$ cat src/rtl/instr_decode_unit.sv
// Instruction buffer and decoder: a DEPTH-entry FIFO feeding a registered
// valid/ready decode stage with address/mode fields, S/V enables and a one-hot op.
module instr_decode_unit #(
  parameter int ADDR_W = 5,
  parameter int AM_W   = 2,
  parameter int OP_W   = 3,
  parameter int DEPTH  = 8,
  parameter logic [(1<<OP_W)-1:0] OP_EN = '1,
  localparam int INSTR_W = 1 + OP_W + 2*AM_W + 2*ADDR_W,
  localparam int NOPS    = 1 << OP_W,
  localparam int CNT_W   = $clog2(DEPTH+1)
) (
  input  logic               clk,
  input  logic               rst_n,
  input  logic               flush,
  input  logic               in_valid,
  output logic               in_ready,
  input  logic [INSTR_W-1:0] in_instr,
  output logic               out_valid,
  input  logic               out_ready,
  output logic [ADDR_W-1:0]  W_addr,
  output logic [ADDR_W-1:0]  R_addr,
  output logic [AM_W-1:0]    W_am,
  output logic [AM_W-1:0]    R_am,
  output logic               S_en,
  output logic               V_en,
  output logic [NOPS-1:0]    op_onehot,
  output logic               illegal,
  output logic               buf_empty,
  output logic               buf_full,
  output logic [CNT_W-1:0]   fifo_count
);

  localparam int PTR_W = $clog2(DEPTH);

  logic [INSTR_W-1:0] mem [DEPTH];
  logic [PTR_W-1:0]   wr_ptr;
  logic [PTR_W-1:0]   rd_ptr;
  logic [CNT_W-1:0]   count;

  logic push;
  logic pop;

  assign buf_full   = (count == CNT_W'(DEPTH));
  assign buf_empty  = (count == '0);
  assign in_ready   = !buf_full;
  assign fifo_count = count;

  // Full blocks a push even when a pop frees a slot in the same cycle.
  assign push = in_valid && !buf_full;
  assign pop  = !buf_empty && (!out_valid || out_ready);

  // Head entry field extraction; W_addr sits at the LSBs.
  logic [INSTR_W-1:0] head;
  logic [OP_W-1:0]    head_op;
  logic [NOPS-1:0]    dec_onehot;
  logic               dec_legal;

  assign head      = mem[rd_ptr];
  assign head_op   = head[2*ADDR_W+2*AM_W +: OP_W];
  assign dec_legal = OP_EN[head_op];

  always_comb begin
    dec_onehot = '0;
    if (dec_legal) begin
      dec_onehot[head_op] = 1'b1;
    end
  end

  always_ff @(posedge clk) begin
    if (push && !flush) begin
      mem[wr_ptr] <= in_instr;
    end
  end

  always_ff @(posedge clk or negedge rst_n) begin
    if (!rst_n) begin
      wr_ptr <= '0;
      rd_ptr <= '0;
      count  <= '0;
    end else if (flush) begin
      wr_ptr <= '0;
      rd_ptr <= '0;
      count  <= '0;
    end else begin
      if (push) begin
        wr_ptr <= wr_ptr + 1'b1;
      end
      if (pop) begin
        rd_ptr <= rd_ptr + 1'b1;
      end
      case ({push, pop})
        2'b10:   count <= count + 1'b1;
        2'b01:   count <= count - 1'b1;
        default: count <= count;
      endcase
    end
  end

  // Output stage holds its fields after out_valid drops; only reset/flush clear it.
  always_ff @(posedge clk or negedge rst_n) begin
    if (!rst_n) begin
      out_valid <= 1'b0;
      W_addr    <= '0;
      R_addr    <= '0;
      W_am      <= '0;
      R_am      <= '0;
      S_en      <= 1'b0;
      V_en      <= 1'b0;
      op_onehot <= '0;
      illegal   <= 1'b0;
    end else if (flush) begin
      out_valid <= 1'b0;
      W_addr    <= '0;
      R_addr    <= '0;
      W_am      <= '0;
      R_am      <= '0;
      S_en      <= 1'b0;
      V_en      <= 1'b0;
      op_onehot <= '0;
      illegal   <= 1'b0;
    end else if (pop) begin
      out_valid <= 1'b1;
      W_addr    <= head[0 +: ADDR_W];
      R_addr    <= head[ADDR_W +: ADDR_W];
      W_am      <= head[2*ADDR_W +: AM_W];
      R_am      <= head[2*ADDR_W+AM_W +: AM_W];
      S_en      <= head[INSTR_W-1];
      V_en      <= !head[INSTR_W-1];
      op_onehot <= dec_onehot;
      illegal   <= !dec_legal;
    end else if (out_ready) begin
      out_valid <= 1'b0;
    end
  end

endmodule

$ cat config.mk
export PLATFORM = sky130hd
export DESIGN_NAME = instr_decode_unit
export DESIGN_NICKNAME = d
export VERILOG_FILES = /design/src/rtl/instr_decode_unit.sv
export SDC_FILE = /design/constraint.sdc
export NUM_CORES = 1
export LEC_CHECK = 0
export CAP_MARGIN = 20
export CORE_MARGIN = 2
export CORE_UTILIZATION = 25
export DETAILED_ROUTE_END_ITERATION = 8
export DONT_BUFFER_PORTS = 1
export GPL_TIMING_DRIVEN = 0
export PLACE_DENSITY = 0.37
export SKIP_CTS_REPAIR_TIMING = 1
export SYNTH_ARGS = -nofsm -noshare
export SYNTH_HDL_FRONTEND = slang
export SYNTH_SLANG_ARGS = --single-unit
$ cat constraint.sdc
create_clock -name clk -period 3.85 [get_ports clk]
set_input_delay 0.5775 -clock clk [delete_from_list [all_inputs] [get_ports clk]]
set_output_delay 0.5775 -clock clk [all_outputs]
set_load 0.05 [all_outputs]
==> parameters.txt <==
Parameter                              Value

Clock network
  Max H-tree Level ... 4
  Clock root cell ... clkbuf_16
  TritonCTS clock tree ... built
  Number of CTS-inserted buffers ... 17
  CTS Buffer Depth ... 2
  Latest clock arrival within the worst-skew pair ... 420 ps
  Clock Pin Slew Worst Setup and Hold Paths ... 70 ps
  Clock Sink Count ... 179

Worst hold path
  Min-Delay Path Class ... primary input to flop
  Min-delay src ... in_instr[9]
  Worst hold path cell count ... 0
  Hold worst-path end ... mem[5][9]$_DFFE_PP_

Floorplan
  Core box area ... 27780 µm²
  Number of placement rows ... 61
  Die width ... around 170 µm
  Total die area ... slightly below 30000 µm²
  Die span in y ... 172.1 µm
  IO Pins ... 56
  Starting Density ... 25.44%

Global route
  Number of antenna violations at the first check in global routing ... 0
  Total routing usage reported by global routing ... 11.88%
  Total overflow reported by the global router ... 0
  Vias in the first global route ... approximately 3700
  Wire length of the first global-routing pass ... 24560 µm
  Largest net degree at the start of global routing ... 36

STA
  Portion of the clock cycle consumed by the worst path in the final layout ... ~84%
  Final hold slack ... ~250 ps
  Final hold violation count ... 0
  Total of endpoints with negative setup slack in the final report ... 0
  Unrepaired setup endpoints after global routing ... false
  Shortest clock period the worst path allows after layout ... 3238 ps
  Actual transition at the worst max-transition pin ... about 900 ps
  Skew final ... around 8.6 ps
  Number of pins with negative max-slew slack in the final report ... 0
  Remaining max-slew budget at the tightest pin ... about two fifths
  Fmax ... ~310 MHz

Setup path
  Setup Crit Path Kind ... flop to flop
  Nature of the critical path endpoint ... flop
  Crit path max fanout ... 10
  R2R setup slack ... 610 ps
  Crit Reg-Reg Startpoint ... fifo_count[0]$_DFFE_PN0P_
  Setup crit start kind ... flop
  Cell with the biggest individual delay on the critical path ... dfrtp_1
  Capture instance of the worst register-to-register path ... fifo_count[2]$_DFFE_PN0P_
  Data required time of the worst path ... roughly 4200 ps
  Arrival time at the worst endpoint ... 3570 ps
  List of cells traversed by the critical path ... nor4_2 -> nor2_2 -> clkbuf_1 -> nand2_1 -> inv_1 -> ha_1 -> or4b_2 -> a31oi_1
  Depth of the worst register-to-register path ... 8
  Max incr delay on CP ... between 700 and 800 ps

Yosys
  Number of library cell types mapped by synthesis ... between 40 and 50
  Yosys warning total ... 0
  Post-Syn Area ... 7068 µm²
  Post-synthesis sequential element count ... 179
  Per-instance average area after synthesis ... about 18 µm²
  Share of synthesized area occupied by flip-flops and latches ... 73.57%
  Synthesized net count ... 412
  Cell count after synthesis ... 385

Layout
  Antenna cells ... 0
  Fill cell instance count of the final layout ... 2793
  Finished layout cell area ... 8359 µm²
  Nets@finish ... about 440
  Growth of design area from synthesis to finish ... 18.27%
  Proportion of layout cells with a drive suffix above 1 ... 23.42%

Route
  Remaining DRCs ... 0
  Antenna-violating nets left ... 0
  Average wire per standard cell ... 20.69 µm
  Via-per-instance ratio ... 4.320
  Count of routing violations after the opening detailed-route iteration ... 211
  Via count ... roughly 3500
  Total wire length ... 16660 µm
  Number of optimization iterations in the first detailed-route pass ... 5

Placed design
  Dpl cell area ... approximately 7700 µm²
  GP Congestion ... between 0.7 and 0.8
  Placed wire-length estimate ... around 11000 µm
  Buffers on Ports ... 0

Power
  Peak VDD IR ... 0.2812 mV
  Power per cell area ... approximately 700 nW/µm²
  Reported leakage power ... 2.715 nW

Status
  Result of the run ... complete, no violations

Flow run
  Number of max-cap violations ... 0
==> cells in the final DEF (no fill, tap or decap), drive strengths merged, types with 2 or more instances in the layout <==
cell type	netlist	routed
nor3	4	4
nor2b	4	4
clkinvlp	0	2
mux2i	19	19
nand2b	3	3
a211oi	14	14
nand2	25	25
buf	10	19
dfrtp	35	35
mux4	36	36
a21oi	4	4
clkbuf	12	34
xor2	3	3
xnor2	4	4
or4b	2	2
clkinv	0	4
mux2	3	3
bufinv	0	3
or3	2	2
inv	3	4
ha	4	4
o21ai	10	10
nor2	33	33
edfxtp	144	144
==> logic make-up after synthesis <==
| family | count (synthesis) | synth area share, % |
|---|---|---|
| other cells | 1 | 0.05306 |
| xor+xnor | 7 | 1.133 |
| simple gates | 78 | 5.169 |
| buf+inv | 25 | 1.699 |
| flops | 179 | 73.57 |
| compound gates | 33 | 3.027 |
| fa+ha+maj | 4 | 0.7081 |
| mux | 58 | 14.64 |
==> critical path: cells and delay by family (launching register included) <==
kind,cells,cell delay [ps]
and+or+nand+nor,4,1270
AOI/OAI and AO/OA,1,180
buffers and inverters,2,650
DFF,1,780
adders and majority gates,1,270
==> layer usage <==
layer | vias up | track usage [%] | wire [µm]
met5 | - | 0 | 0
met1 | 1834 | 15.53 | 7519
met2 | 87 | 19.71 | 8200
met4 | 0 | 2.631 | 104
li1 | 1552 | - | -
met3 | 5 | 3.342 | 832
==> synthesized netlist by cell type (all sizes together) <==
cell / n / area, µm²
nand2b: 3 / 18.77
xnor2: 4 / 53.81
ha: 4 / 50.05
a21oi: 4 / 20.02
or4b: 2 / 23.77
buf: 10 / 63.81
mux4: 36 / 810.8
edfxtp: 144 / 4324
dfrtp: 35 / 875.8
nor3b: 1 / 7.510
conb: 1 / 3.750
o21ai: 10 / 50.04
a211oi: 14 / 105.1
nor3: 4 / 25.02
nor2b: 4 / 25.02
or3: 2 / 12.51
xor2: 3 / 26.28
mux2i: 19 / 190.2
a31o: 1 / 8.760
nand2: 25 / 93.84
nand3: 1 / 5.000
mux2: 3 / 33.78
o21bai: 1 / 7.510
or2: 1 / 6.260
clkbuf: 12 / 45.04
a22oi: 1 / 7.510
nor4: 1 / 12.51
and2: 1 / 8.760
a311oi: 1 / 8.760
nor2: 33 / 126.4
a31oi: 1 / 6.260
inv: 3 / 11.26
==> stage by stage <==
step / setup slack [ps] / utilization [%] / cells / TNS (ps) / total power, mW
4_1_cts: 550.2 / 29.95 / 803 / 0 / 5.968
3_5_place_dp: 561.1 / 27.77 / 771 / 0 / 4.183
3_3_place_gp: -1376 / 27.14 / 763 / -57690 / 4.146
5_1_grt: 416.5 / 30.09 / 805 / 0 / 6.170
6_report: 612.3 / 30.09 / 805 / 0 / 5.874
2_1_floorplan: 199.1 / - / 385 / 0 / 3.745
==> worst max path at each step <==
stage	slack [ps]	depth (start not counted)	startpoint	to
floorplan	200	9	fifo_count[1]$_DFFE_PN0P_	fifo_count[2]$_DFFE_PN0P_
global placement	-1380	4	fifo_count[0]$_DFFE_PN0P_	mem[0][0]$_DFFE_PP_
detailed placement	560	9	fifo_count[0]$_DFFE_PN0P_	fifo_count[3]$_DFFE_PN0P_
CTS	550	9	fifo_count[0]$_DFFE_PN0P_	fifo_count[3]$_DFFE_PN0P_
global route	420	9	fifo_count[0]$_DFFE_PN0P_	fifo_count[3]$_DFFE_PN0P_
finish	610	8	fifo_count[0]$_DFFE_PN0P_	fifo_count[2]$_DFFE_PN0P_
==> final cells by class <==
cell class                 instances  area, µm²  area share [%]
clock inverter                    10      151.4           1.811
inverter                           3      11.26          0.1347
clock buffer                      22      454.2           5.433
multi-input combinational        181       1788           21.39
timing repair buffer              10      172.7           2.066
buffer                            22      108.9           1.302
sequential                       179       5200           62.21
tap                              378      473.0           5.658
==> sequential cells by signal, indices dropped and copies added, names as in the netlist, 2 cells and up <==
| name | count |
|---|---|
| W_addr | 5 |
| R_addr | 5 |
| op_onehot | 8 |
| rd_ptr | 3 |
| mem | 144 |
| wr_ptr | 3 |
| W_am | 2 |
| R_am | 2 |
| fifo_count | 4 |
==> power by group <==
part	internal (mW)	switching, mW
combinational	0.585	0.816
clock	1.05	0.722
sequential	2.25	0.453
(Power assumes the default switching activity.)
